<file path="config.mk">
export PLATFORM = sky130hd
export DESIGN_NAME = snes_controller_emulator_flat
export DESIGN_NICKNAME = d
export VERILOG_FILES = /design/src/rtl/snes_controller_emulator_if.sv /design/src/rtl/snes_controller_emulator.sv /design/src/flat_wrapper.sv
export SDC_FILE = /design/constraint.sdc
export NUM_CORES = 1
export LEC_CHECK = 0
export ABC_CLOCK_PERIOD_IN_PS = 2400
export CAP_MARGIN = 10
export CORE_ASPECT_RATIO = 0.7
export CORE_MARGIN = 1.5
export CORE_UTILIZATION = 39
export CTS_CLUSTER_DIAMETER = 50
export DETAILED_ROUTE_END_ITERATION = 6
export GPL_TIMING_DRIVEN = 1
export PLACE_DENSITY = 0.59
export SLEW_MARGIN = 20
export SYNTH_ARGS = -nofsm -noshare
export SYNTH_HDL_FRONTEND = slang
export SYNTH_SLANG_ARGS = --single-unit
export TNS_END_PERCENT = 30
</file>
<file path="constraint.sdc">
create_clock -name Clock -period 2.4 [get_ports Clock]
set_input_delay 0.24 -clock Clock [delete_from_list [all_inputs] [get_ports Clock]]
set_output_delay 0.24 -clock Clock [all_outputs]
set_load 0.02 [all_outputs]
</file>
<file path="src/rtl/snes_controller_emulator_if.sv">
// Pad-connector signals between an SNES/NES host and the emulated controller.
interface snes_controller_emulator_if;
  logic Strobe_Latch;
  logic Shift_Clock;
  logic Data;

  modport master (output Strobe_Latch, output Shift_Clock, input Data);
  modport slave  (input Strobe_Latch, input Shift_Clock, output Data);
endinterface

</file>
<file path="src/rtl/snes_controller_emulator.sv">
// Device-side SNES/NES pad responder: synchronizes host latch/shift strobes and
// serializes the button image (active-low, LSB first) onto Data.
module snes_controller_emulator #(
  parameter int unsigned SYNC_STAGES = 2
) (
  input  logic                             Clock,
  input  logic                             Reset,
  snes_controller_emulator_if.slave        pad,
  input  logic                             Mode,
  input  logic [11:0]                      Buttons,
  output logic                             Polled,
  output logic [4:0]                       BitIndex
);

  typedef enum logic [1:0] {ST_IDLE, ST_LATCHED, ST_SHIFTING, ST_DONE} state_t;

  state_t                 state_q, state_d;
  logic [SYNC_STAGES-1:0] latch_sync, shift_sync;
  logic                   latch_hist, shift_hist;
  logic                   latch_rise, latch_fall, shift_rise;
  logic [15:0]            sr_q, sr_d;
  logic [4:0]             idx_q, idx_d;
  logic                   polled_q, polled_d;
  logic                   mode_q, mode_d;
  logic [4:0]             frame_len;

  function automatic logic [15:0] frame_image(input logic nes, input logic [11:0] b);
    logic [15:0] img;
    if (nes)
      img = {8'h00, ~{b[7], b[6], b[5], b[4], b[3], b[2], b[0], b[8]}};
    else
      img = {4'hF, ~b};
    return img;
  endfunction

  always_ff @(posedge Clock or posedge Reset) begin
    if (Reset) begin
      latch_sync <= '0;
      shift_sync <= '0;
      latch_hist <= 1'b0;
      shift_hist <= 1'b0;
    end else begin
      latch_sync <= {latch_sync[SYNC_STAGES-2:0], pad.Strobe_Latch};
      shift_sync <= {shift_sync[SYNC_STAGES-2:0], pad.Shift_Clock};
      latch_hist <= latch_sync[SYNC_STAGES-1];
      shift_hist <= shift_sync[SYNC_STAGES-1];
    end
  end

  assign latch_rise = latch_sync[SYNC_STAGES-1] & ~latch_hist;
  assign latch_fall = ~latch_sync[SYNC_STAGES-1] & latch_hist;
  assign shift_rise = shift_sync[SYNC_STAGES-1] & ~shift_hist;
  assign frame_len  = mode_q ? 5'd8 : 5'd16;

  always_ff @(posedge Clock or posedge Reset) begin
    if (Reset) begin
      state_q  <= ST_IDLE;
      sr_q     <= '1;
      idx_q    <= '0;
      polled_q <= 1'b0;
      mode_q   <= 1'b0;
    end else begin
      state_q  <= state_d;
      sr_q     <= sr_d;
      idx_q    <= idx_d;
      polled_q <= polled_d;
      mode_q   <= mode_d;
    end
  end

  // A latch rise pre-empts everything, so a coincident shift edge is dropped.
  always_comb begin
    state_d  = state_q;
    sr_d     = sr_q;
    idx_d    = idx_q;
    polled_d = 1'b0;
    mode_d   = mode_q;
    if (latch_rise) begin
      state_d = ST_LATCHED;
      sr_d    = frame_image(Mode, Buttons);
      idx_d   = '0;
    end else begin
      case (state_q)
        ST_LATCHED: begin
          sr_d  = frame_image(Mode, Buttons);
          idx_d = '0;
          if (latch_fall) begin
            state_d = ST_SHIFTING;
            mode_d  = Mode;
          end
        end
        ST_SHIFTING: begin
          if (shift_rise) begin
            sr_d  = {1'b0, sr_q[15:1]};
            idx_d = idx_q + 5'd1;
            if (idx_d == frame_len) begin
              polled_d = 1'b1;
              state_d  = ST_DONE;
              if (mode_q) sr_d = '0;
            end
          end
        end
        default: ;
      endcase
    end
  end

  assign pad.Data = sr_q[0];
  assign Polled   = polled_q;
  assign BitIndex = idx_q;

endmodule

</file>
<file path="src/flat_wrapper.sv">
// flat-port wrapper written by rule: the top's interface ports become plain ports
module snes_controller_emulator_flat 
#(
  parameter int unsigned SYNC_STAGES = 2
)
  (Clock, Reset, Mode, Buttons, Polled, BitIndex, pad_Strobe_Latch, pad_Shift_Clock, pad_Data);
  snes_controller_emulator_if pad_i ();
  input  logic Clock;
  input  logic Reset;
  input  logic Mode;
  input  logic [11:0] Buttons;
  output logic Polled;
  output logic [4:0] BitIndex;
  input wire logic [$bits(pad_i.Strobe_Latch)-1:0] pad_Strobe_Latch;
  input wire logic [$bits(pad_i.Shift_Clock)-1:0] pad_Shift_Clock;
  output wire logic [$bits(pad_i.Data)-1:0] pad_Data;
  assign pad_i.Strobe_Latch = pad_Strobe_Latch;
  assign pad_i.Shift_Clock = pad_Shift_Clock;
  assign pad_Data = pad_i.Data;
  snes_controller_emulator #(.SYNC_STAGES(SYNC_STAGES)) u_core (.Clock(Clock), .Reset(Reset), .pad(pad_i), .Mode(Mode), .Buttons(Buttons), .Polled(Polled), .BitIndex(BitIndex));
endmodule
</file>
Yosys cells after proc, flatten, opt, wreduce, memory -nomap -nowiden. Cells that the tools add are included.

Word-level logic and storage cells: 48. Bits in registers: 31. Output and inout bits: 7.

Mux-type cells: 19. Equal/unequal tests: 6. Reductions and logical operators: 4. Bitwise logic cells: 9. Add/subtract/negate cells: 1.

Operators with widths (number): $mux 16 (4); $pmux 16 s2 (1); $mux 15 (1); $mux 5 (3); $not 12->12 (1); $pmux 5 s2 (1); $ne 3x1->1 const B (3); $mux 2 (4); $not 8->8 (1); $add 5x1->5 const B (1); $eq 5x5->1 (1); $mux 1 (4); $not 1->1 (4); $pmux 2 s2 (1); $reduce_and 4->1 (1); $and 1x1->1 (3); $reduce_and 3->1 (1); $reduce_bool 3->1 (1); $eq 2x1->1 const B (1); $eq 2x2->1 const B (1); $reduce_and 2->1 (1).

Logic depth before layout (Yosys ltp). Gate-level depths: netlist of the first run.

Depth after elaboration: 6. Mapped depth: 7. Depth with buffers taken out: 6.

Worst setup path after synthesis of the first run. No wires, ideal clock.

Kind: reg2reg. Start: reg u_core.state_q[0]. End: reg u_core.sr_q[10]. Arrival time: 1658 ps. Setup slack: 680 ps. Data required time: 2338 ps. Stages on the path, launching flop included: 8. Cells stage by stage: dfrtp_1 > inv_1 > ha_1 > nor3b_2 > nand3_1 > a41oi_2 > buf_6 > a221o_1.

Longest elaborated chain between the ends: 3. Elaborated cells between the ends (all ways): 7.

RTL lines: start, declared (RTL line snes_controller_emulator.sv:17) `state_t state_q, state_d;`; start signal, assigned (RTL line snes_controller_emulator.sv:63) `state_q <= state_d;`; $eq 2x2->1 or $eq 2x1->1 (tied branches) (RTL line snes_controller_emulator.sv:83) `case (state_q)`; $pmux 16 s2 (tied with other cells) (RTL line snes_controller_emulator.sv:83); $mux 16 or $reduce_and 2->1 (tied branches); end signal, assigned (RTL line snes_controller_emulator.sv:64) `sr_q <= sr_d;`; end, declared (RTL line snes_controller_emulator.sv:21) `logic [15:0] sr_q, sr_d;`.

Several ways; a longest one is shown, not always the timed one. A chain may end at the register's enable or synchronous reset.

Worst setup path in the final report of the first run.
Start: reg u_core.state_q[0]. End: reg u_core.sr_q[0].

The elaborated chain is that of the path after synthesis.

==> results of run 1 <==
area by class of cell:
cell class                      count  area [um2]
Inverter                            5        18.8
Multi-Input combinational cell     81         591
Fill cell                         322        1670
Sequential cell                    31         796
Timing Repair Buffer               27         260
Clock inverter                      2        35.0
Clock buffer                        6        82.6
Tap cell                           50        62.6
placed cells by master (no fill, tap or decap), types with 2 or more instances in the layout:
| cell type | Yosys | routed |
|---|---|---|
| clkdlybuf4s50_1 | 0 | 23 |
| dfstp_2 | 16 | 16 |
| dfrtp_1 | 15 | 15 |
| a221o_1 | 10 | 10 |
| nor2_1 | 9 | 9 |
| nand2_1 | 9 | 9 |
| nor3_1 | 7 | 7 |
| clkbuf_8 | 0 | 6 |
| inv_1 | 5 | 5 |
| a221o_2 | 5 | 5 |
| o21ai_0 | 4 | 4 |
| buf_4 | 0 | 4 |
| a2111oi_0 | 3 | 3 |
| nor2b_1 | 3 | 3 |
| ha_1 | 3 | 3 |
| nand2b_1 | 2 | 2 |
| nand3_1 | 2 | 2 |
| o21bai_1 | 2 | 2 |
| a221oi_1 | 2 | 2 |
through the flow:
stage / util, % / total power (uW)
final: 52.5 / 2180
after floorplan: - / 1440
after detailed placement: 49.2 / 1660
after global placement: 49.2 / 1630
after global routing: 52.5 / 2320
after CTS: 52.5 / 2200
registers in the layout (all words and copies together), names as in the netlist:
name	flops
u_core.sr_q	16
u_core.BitIndex	5
u_core.latch_sync	2
u_core.shift_sync	2
u_core.state_q	2
u_core.Polled	1
u_core.latch_hist	1
u_core.mode_q	1
u_core.shift_hist	1
cells by family (layout without fill, tap and decap cells):
| family | after synthesis | count (layout) | share of synthesized area, % |
|---|---|---|---|
| adders and majority gates | 3 | 3 | 2.62 |
| DFF | 31 | 31 | 55.5 |
| muxes | 2 | 2 | 1.48 |
| AOI/OAI and AO/OA | 32 | 32 | 20.3 |
| and+or+nand+nor | 43 | 43 | 16.2 |
| xor gates and xnor gates | 1 | 1 | 0.611 |
| buffers and inverters | 10 | 40 | 3.23 |
layer usage:
layer,up-vias,routed length [um],global-route usage (%)
met2,23,1160,21.9
met5,-,0,0
met3,5,150,5.06
met1,526,1480,22.4
li1,518,-,-
met4,0,47,8.93
Yosys cell counts, types with 3 or more instances:
cell type and count:
dfstp_2 16, dfrtp_1 15, a221o_1 10, nand2_1 9
nor2_1 9, nor3_1 7, a221o_2 5, inv_1 5
o21ai_0 4, a2111oi_0 3, clkbuf_1 3, ha_1 3
nor2b_1 3
how the worst min path moves through the flow:
stage | cells after the start | start | slack, ns | to
finish | 3 | Reset | 0.32 | u_core.shift_hist
global route | 0 | u_core.latch_sync[0] | 0.37 | u_core.latch_sync[1]
CTS | 3 | Reset | 0.34 | u_core.BitIndex[3]
detailed placement | 0 | u_core.latch_sync[0] | 0.34 | u_core.latch_sync[1]
global placement | 0 | u_core.shift_sync[0] | 0.34 | u_core.shift_sync[1]
floorplan | 0 | pad_Strobe_Latch | 0.27 | u_core.latch_sync[0]
worst min-delay path, cell delays in order:
cell	delay, ns
clkdlybuf4s50_1	0.39
inv_1	0.05
buf_4	0.34
report_power, final:
group / total, uW / switching [uW] / internal [uW] / leakage, uW
Clock: 533 / 197 / 336 / 0.0000612
Sequential: 896 / 114 / 782 / 0.000359
Combinational: 755 / 393 / 362 / 0.000328
Total: 2180 / 705 / 1480 / 0.000748
==> impl_metrics.tcl, run 1 <==
set metrics [dict create \
    syn_area_um2 1430 \
    synthArstFlopShare_pct 100 \
    dp_cells 194 \
    cpPeakStageDelay_ns 0.38 \
    crit_cells 7 \
    crit_path_start "u_core.state_q[0]" \
    drtIter0Drc 85 \
    antenna_cells 0 \
    synth.distinct_cells 39 \
    place_hpwl_um 1960 \
    port_buffers 23 \
    routabilityCongestion 0.814 \
    postCtsHoldBufs 0 \
    place_area_um2 1730 \
    firstDrtPassIters 4 \
    ys_seq_elements 31 \
    htreeDepth 2 \
    ys_warn_count 0 \
    die-area_um2 4050 \
    hold_path.class "in -> async" \
    worstSetupPathType "reg -> reg" \
    whs_ns 0.323 \
    fin_skew_ns 0.00488 \
    start_util_pct 40.8 \
    cp-end-kind "register" \
    required_ns 2.63 \
    numCtsBuffers 5 \
    wl_um 2840 \
    grt_usage_pct 16.1 \
    fin_nets 171 \
    grt_max_degree 32 \
    fmax_ghz 0.517 \
    r2r_setup_slack_ns 0.47 \
    critPathCapture "u_core.sr_q[0]" \
    finalNonFillerCells 202 \
    cts_buffer_depth 2 \
    grt_pass1_vias 987 \
    chipHeight_um 53.7 \
    post_cts_buffers 0 \
    critPathTopFamily "compound AO/OA/AOI/OAI gates" \
    grt_overflow 0 \
    synth_flop_cell "dfstp_2" \
    drtAntennaViolNets 0 \
    syn_nets 142 \
    syn2layout_area_growth_pct 28.8 \
    clkLatencyLatePin_ns 0.29 \
    r2r-end "u_core.sr_q[0]" \
    vias 1072 \
    netlist_top_cells_area "dfstp_2 29%, dfrtp_1 26%, a221o_1 7.0%" \
    antenna_found_initial 0 \
    status "finished clean" \
    layout-drive-gt1-share_pct 27.6 \
    reg2reg_depth 7 \
    wl_per_cell_um 14.1 \
    arrival_ns 2.17 \
    final_hold_viol_count 0 \
    dieWidth_um 75.4 \
    synth_edf_count 0 \
    syn_inst 122 \
    coreArea_um2 3510 \
    drcViolationCount 0 \
    place_worst_setup_slack_ns 0.482 \
    drv_slew 0 \
    ctsResizeCount 0 \
    rsz0062_at_grt "false" \
    setup_tns_ns 0 \
    ios 24 \
    reg2reg_from "u_core.state_q[0]" \
    cts_tree "yes" \
    power_density_nw_per_um2 1180 \
    fp-row-count 18 \
    fin_crit_sh_pct 80.5 \
    max-cap-violations 0 \
    cp_max_fo 20 \
    slew_headroom_pct 74.1 \
    cp-start-kind "register" \
    cts_sinks 31 \
    path_clk_slew_ns 0.07 \
    critPathSlowestCell "a2111oi_0" \
    setup_viol 0 \
    crit_chain "inv_1 > ha_1 > nor3b_2 > nor3_2 > buf_4 > a2111oi_0 > a221o_2" \
    setup_ws_ns 0.467 \
    peakVddDrop_uv 558 \
    final_area_um2 1850 \
    synth_top_area_share_pct 29.3 \
    ys_seq_area_share_pct 55.5 \
    post-synth-top-area-cell "dfstp_2" \
    viasPerCell 5.31 \
    syn_area_per_cell_um2 11.7 \
    p_leak_uw 0.000748 \
    cp_num_buf_inv 2 \
    grt_pass1_wl_um 4630 \
    post-route-min-period_ns 1.93 \
    worstMarginPinSlew_ns 0.378 \
    cts_root_buf "clkbuf_8" \
]
Note: power is estimated with default switching activity, not from simulation.
==> inputs of run 2 (changes only) <==
--- a/config.mk
+++ b/config.mk
@@ -5,7 +5,7 @@
 export SDC_FILE = /design/constraint.sdc
 export NUM_CORES = 1
 export LEC_CHECK = 0
-export ABC_CLOCK_PERIOD_IN_PS = 2400
+export ABC_CLOCK_PERIOD_IN_PS = 1700
 export CAP_MARGIN = 10
 export CORE_ASPECT_RATIO = 0.7
 export CORE_MARGIN = 1.5
@@ -13,7 +13,7 @@
 export CTS_CLUSTER_DIAMETER = 50
 export DETAILED_ROUTE_END_ITERATION = 6
 export GPL_TIMING_DRIVEN = 1
-export PLACE_DENSITY = 0.59
+export PLACE_DENSITY = 0.61
 export SLEW_MARGIN = 20
 export SYNTH_ARGS = -nofsm -noshare
 export SYNTH_HDL_FRONTEND = slang
==> constraint.sdc (replaced) <==
create_clock -name Clock -period 1.7 [get_ports Clock]
set_input_delay 0.17 -clock Clock [delete_from_list [all_inputs] [get_ports Clock]]
set_output_delay 0.17 -clock Clock [all_outputs]
set_load 0.02 [all_outputs]
==> run 2 against run 1 <==
Effect of this change:
- the run now ends with setup timing left
- fmax up 12%
- largest cell class unchanged
- die area unchanged
- setup slack worse by 0.49 ns
- sequential power up 42%
- core utilization up 5.2 points
- final cell count up 8.4%
- sequential cell count unchanged
- non-clock buffer count up 18
==> impl_metrics.tcl, run 2 (synthesis results as in run 1) <==
set metrics [dict create \
    fmax_ghz 0.580 \
    final_area_um2 2030 \
    dieWidth_um 75.4 \
    chipHeight_um 53.7 \
    critPathSlowestCell "dfrtp_1" \
    wl_um 3190 \
    layout-drive-gt1-share_pct 39.6 \
    setup_tns_ns -0.0576 \
    reg2reg_from "u_core.state_q[0]" \
    place_area_um2 1830 \
    numCtsBuffers 5 \
    cts_sinks 31 \
    drcViolationCount 0 \
    grt_pass1_vias 1105 \
    dp_cells 206 \
    fin_crit_sh_pct 101 \
    rsz0062_at_grt "true" \
    vias 1170 \
    final_hold_viol_count 0 \
    cp-start-kind "register" \
    cts_tree "yes" \
    die-area_um2 4050 \
    grt_overflow 0 \
    r2r-end "u_core.sr_q[14]" \
    final_cell_mix "23 x clkdlybuf4s50_1, 16 x buf_4, 16 x dfstp_2" \
    fp-row-count 18 \
    grt_usage_pct 18.4 \
    worstSetupPathType "reg -> reg" \
    fillCellCount 295 \
    whs_ns 0.262 \
    largest_reg_flops 16 \
    ios 24 \
    cts_root_buf "clkbuf_8" \
    firstDrtPassIters 4 \
    wl_per_cell_um 14.5 \
    viasPerCell 5.34 \
    cp_max_fo 6 \
    required_ns 1.91 \
    drtIter0Drc 61 \
    grt_pass1_wl_um 5240 \
    port_buffers 23 \
    postCtsHoldBufs 0 \
    crit_chain "inv_2 > ha_4 > nor3b_4 > nor3_2 > buf_4 > buf_6 > a221o_2" \
    slew_headroom_pct 70.7 \
    path_clk_slew_ns 0.06 \
    power_density_nw_per_um2 1690 \
    grt_max_degree 32 \
    cts_buffer_depth 2 \
    status "complete, but fails checks" \
    place_hpwl_um 2140 \
    violations "setup timing" \
    cpPeakStageDelay_ns 0.40 \
    clkLatencyLatePin_ns 0.29 \
    drv_slew 0 \
    fin_skew_ns 0.00698 \
    arrival_ns 1.93 \
    drtAntennaViolNets 0 \
    routabilityCongestion 0.834 \
    p_leak_uw 0.000840 \
    hold_path.class "in -> async" \
    reg2reg_depth 7 \
    max-cap-violations 0 \
    syn2layout_area_growth_pct 41.7 \
    setup_viol 3 \
    worstMarginPinSlew_ns 0.437 \
    cp-end-kind "register" \
    critPathTopFamily "flip-flops" \
    antenna_cells 0 \
    finalNonFillerCells 219 \
    fin_nets 189 \
    cp_num_buf_inv 3 \
    coreArea_um2 3510 \
    antenna_found_initial 0 \
    r2r_setup_slack_ns -0.02 \
    layout_commonest_cell "clkdlybuf4s50_1" \
    largest-register "u_core.sr_q" \
    post-route-min-period_ns 1.72 \
    start_util_pct 40.8 \
    peakVddDrop_uv 861 \
    setup_ws_ns -0.0247 \
    htreeDepth 2 \
]
==> run 2: where the power goes <==
group          switching (uW)  internal [uW]
Combinational             710            875
Sequential                167           1110
Clock                     260            317
Total                    1140           2300
==> run 2: worst max-delay path by stage <==
stage | start | to | depth (start not counted)
final | u_core.state_q[0] | u_core.sr_q[14] | 7
after global routing | u_core.state_q[0] | u_core.sr_q[7] | 8
after CTS | u_core.state_q[0] | u_core.state_q[0] | 7
after floorplan | u_core.state_q[0] | u_core.sr_q[10] | 7
after global placement | u_core.state_q[1] | u_core.sr_q[0] | 6
after detailed placement | u_core.state_q[0] | u_core.sr_q[0] | 7
==> run 2: per-layer routing <==
layer  global-route usage (%)  wire, um  up-vias
met3                     5.43       154        8
met2                     27.3      1430       27
li1                         -         -      551
met1                     24.0      1530      584
met4                     10.7        79        0
met5                        0         0        -
==> run 2: final cells by class <==
class	instances	area [um2]	area share, %
Clock buffer	6	82.6	4.07
Timing Repair Buffer	45	420	20.7
Inverter	5	18.8	0.925
Multi-Input combinational cell	81	644	31.8
Clock inverter	1	5.00	0.247
Sequential cell	31	796	39.2
Tap cell	50	62.6	3.08
==> run 2: per-stage QoR <==
stage	utilization (%)	setup slack, ns	power (uW)
4_1_cts	56.9	-0.0189	3380
3_3_place_gp	52.1	-0.0462	2480
6_report	57.8	-0.0247	3430
5_1_grt	57.8	-0.106	3660
2_1_floorplan	-	0.0150	2040
3_5_place_dp	52.1	-0.109	2530
==> run 2: tightest hold or removal path: stages <==
cell	delay, ns
clkdlybuf4s50_1	0.40
inv_1	0.05
buf_4	0.34
==> run 2: repair_timing <==
action | in CTS | in global routing
gates cloned | 2 | 0
resized for setup | 12 | 7
pin swaps | 6 | 6
endpoints found under the hold margin | 0 | 0
setup buffers | 3 | 1
setup endpoints to repair | 18 | 21
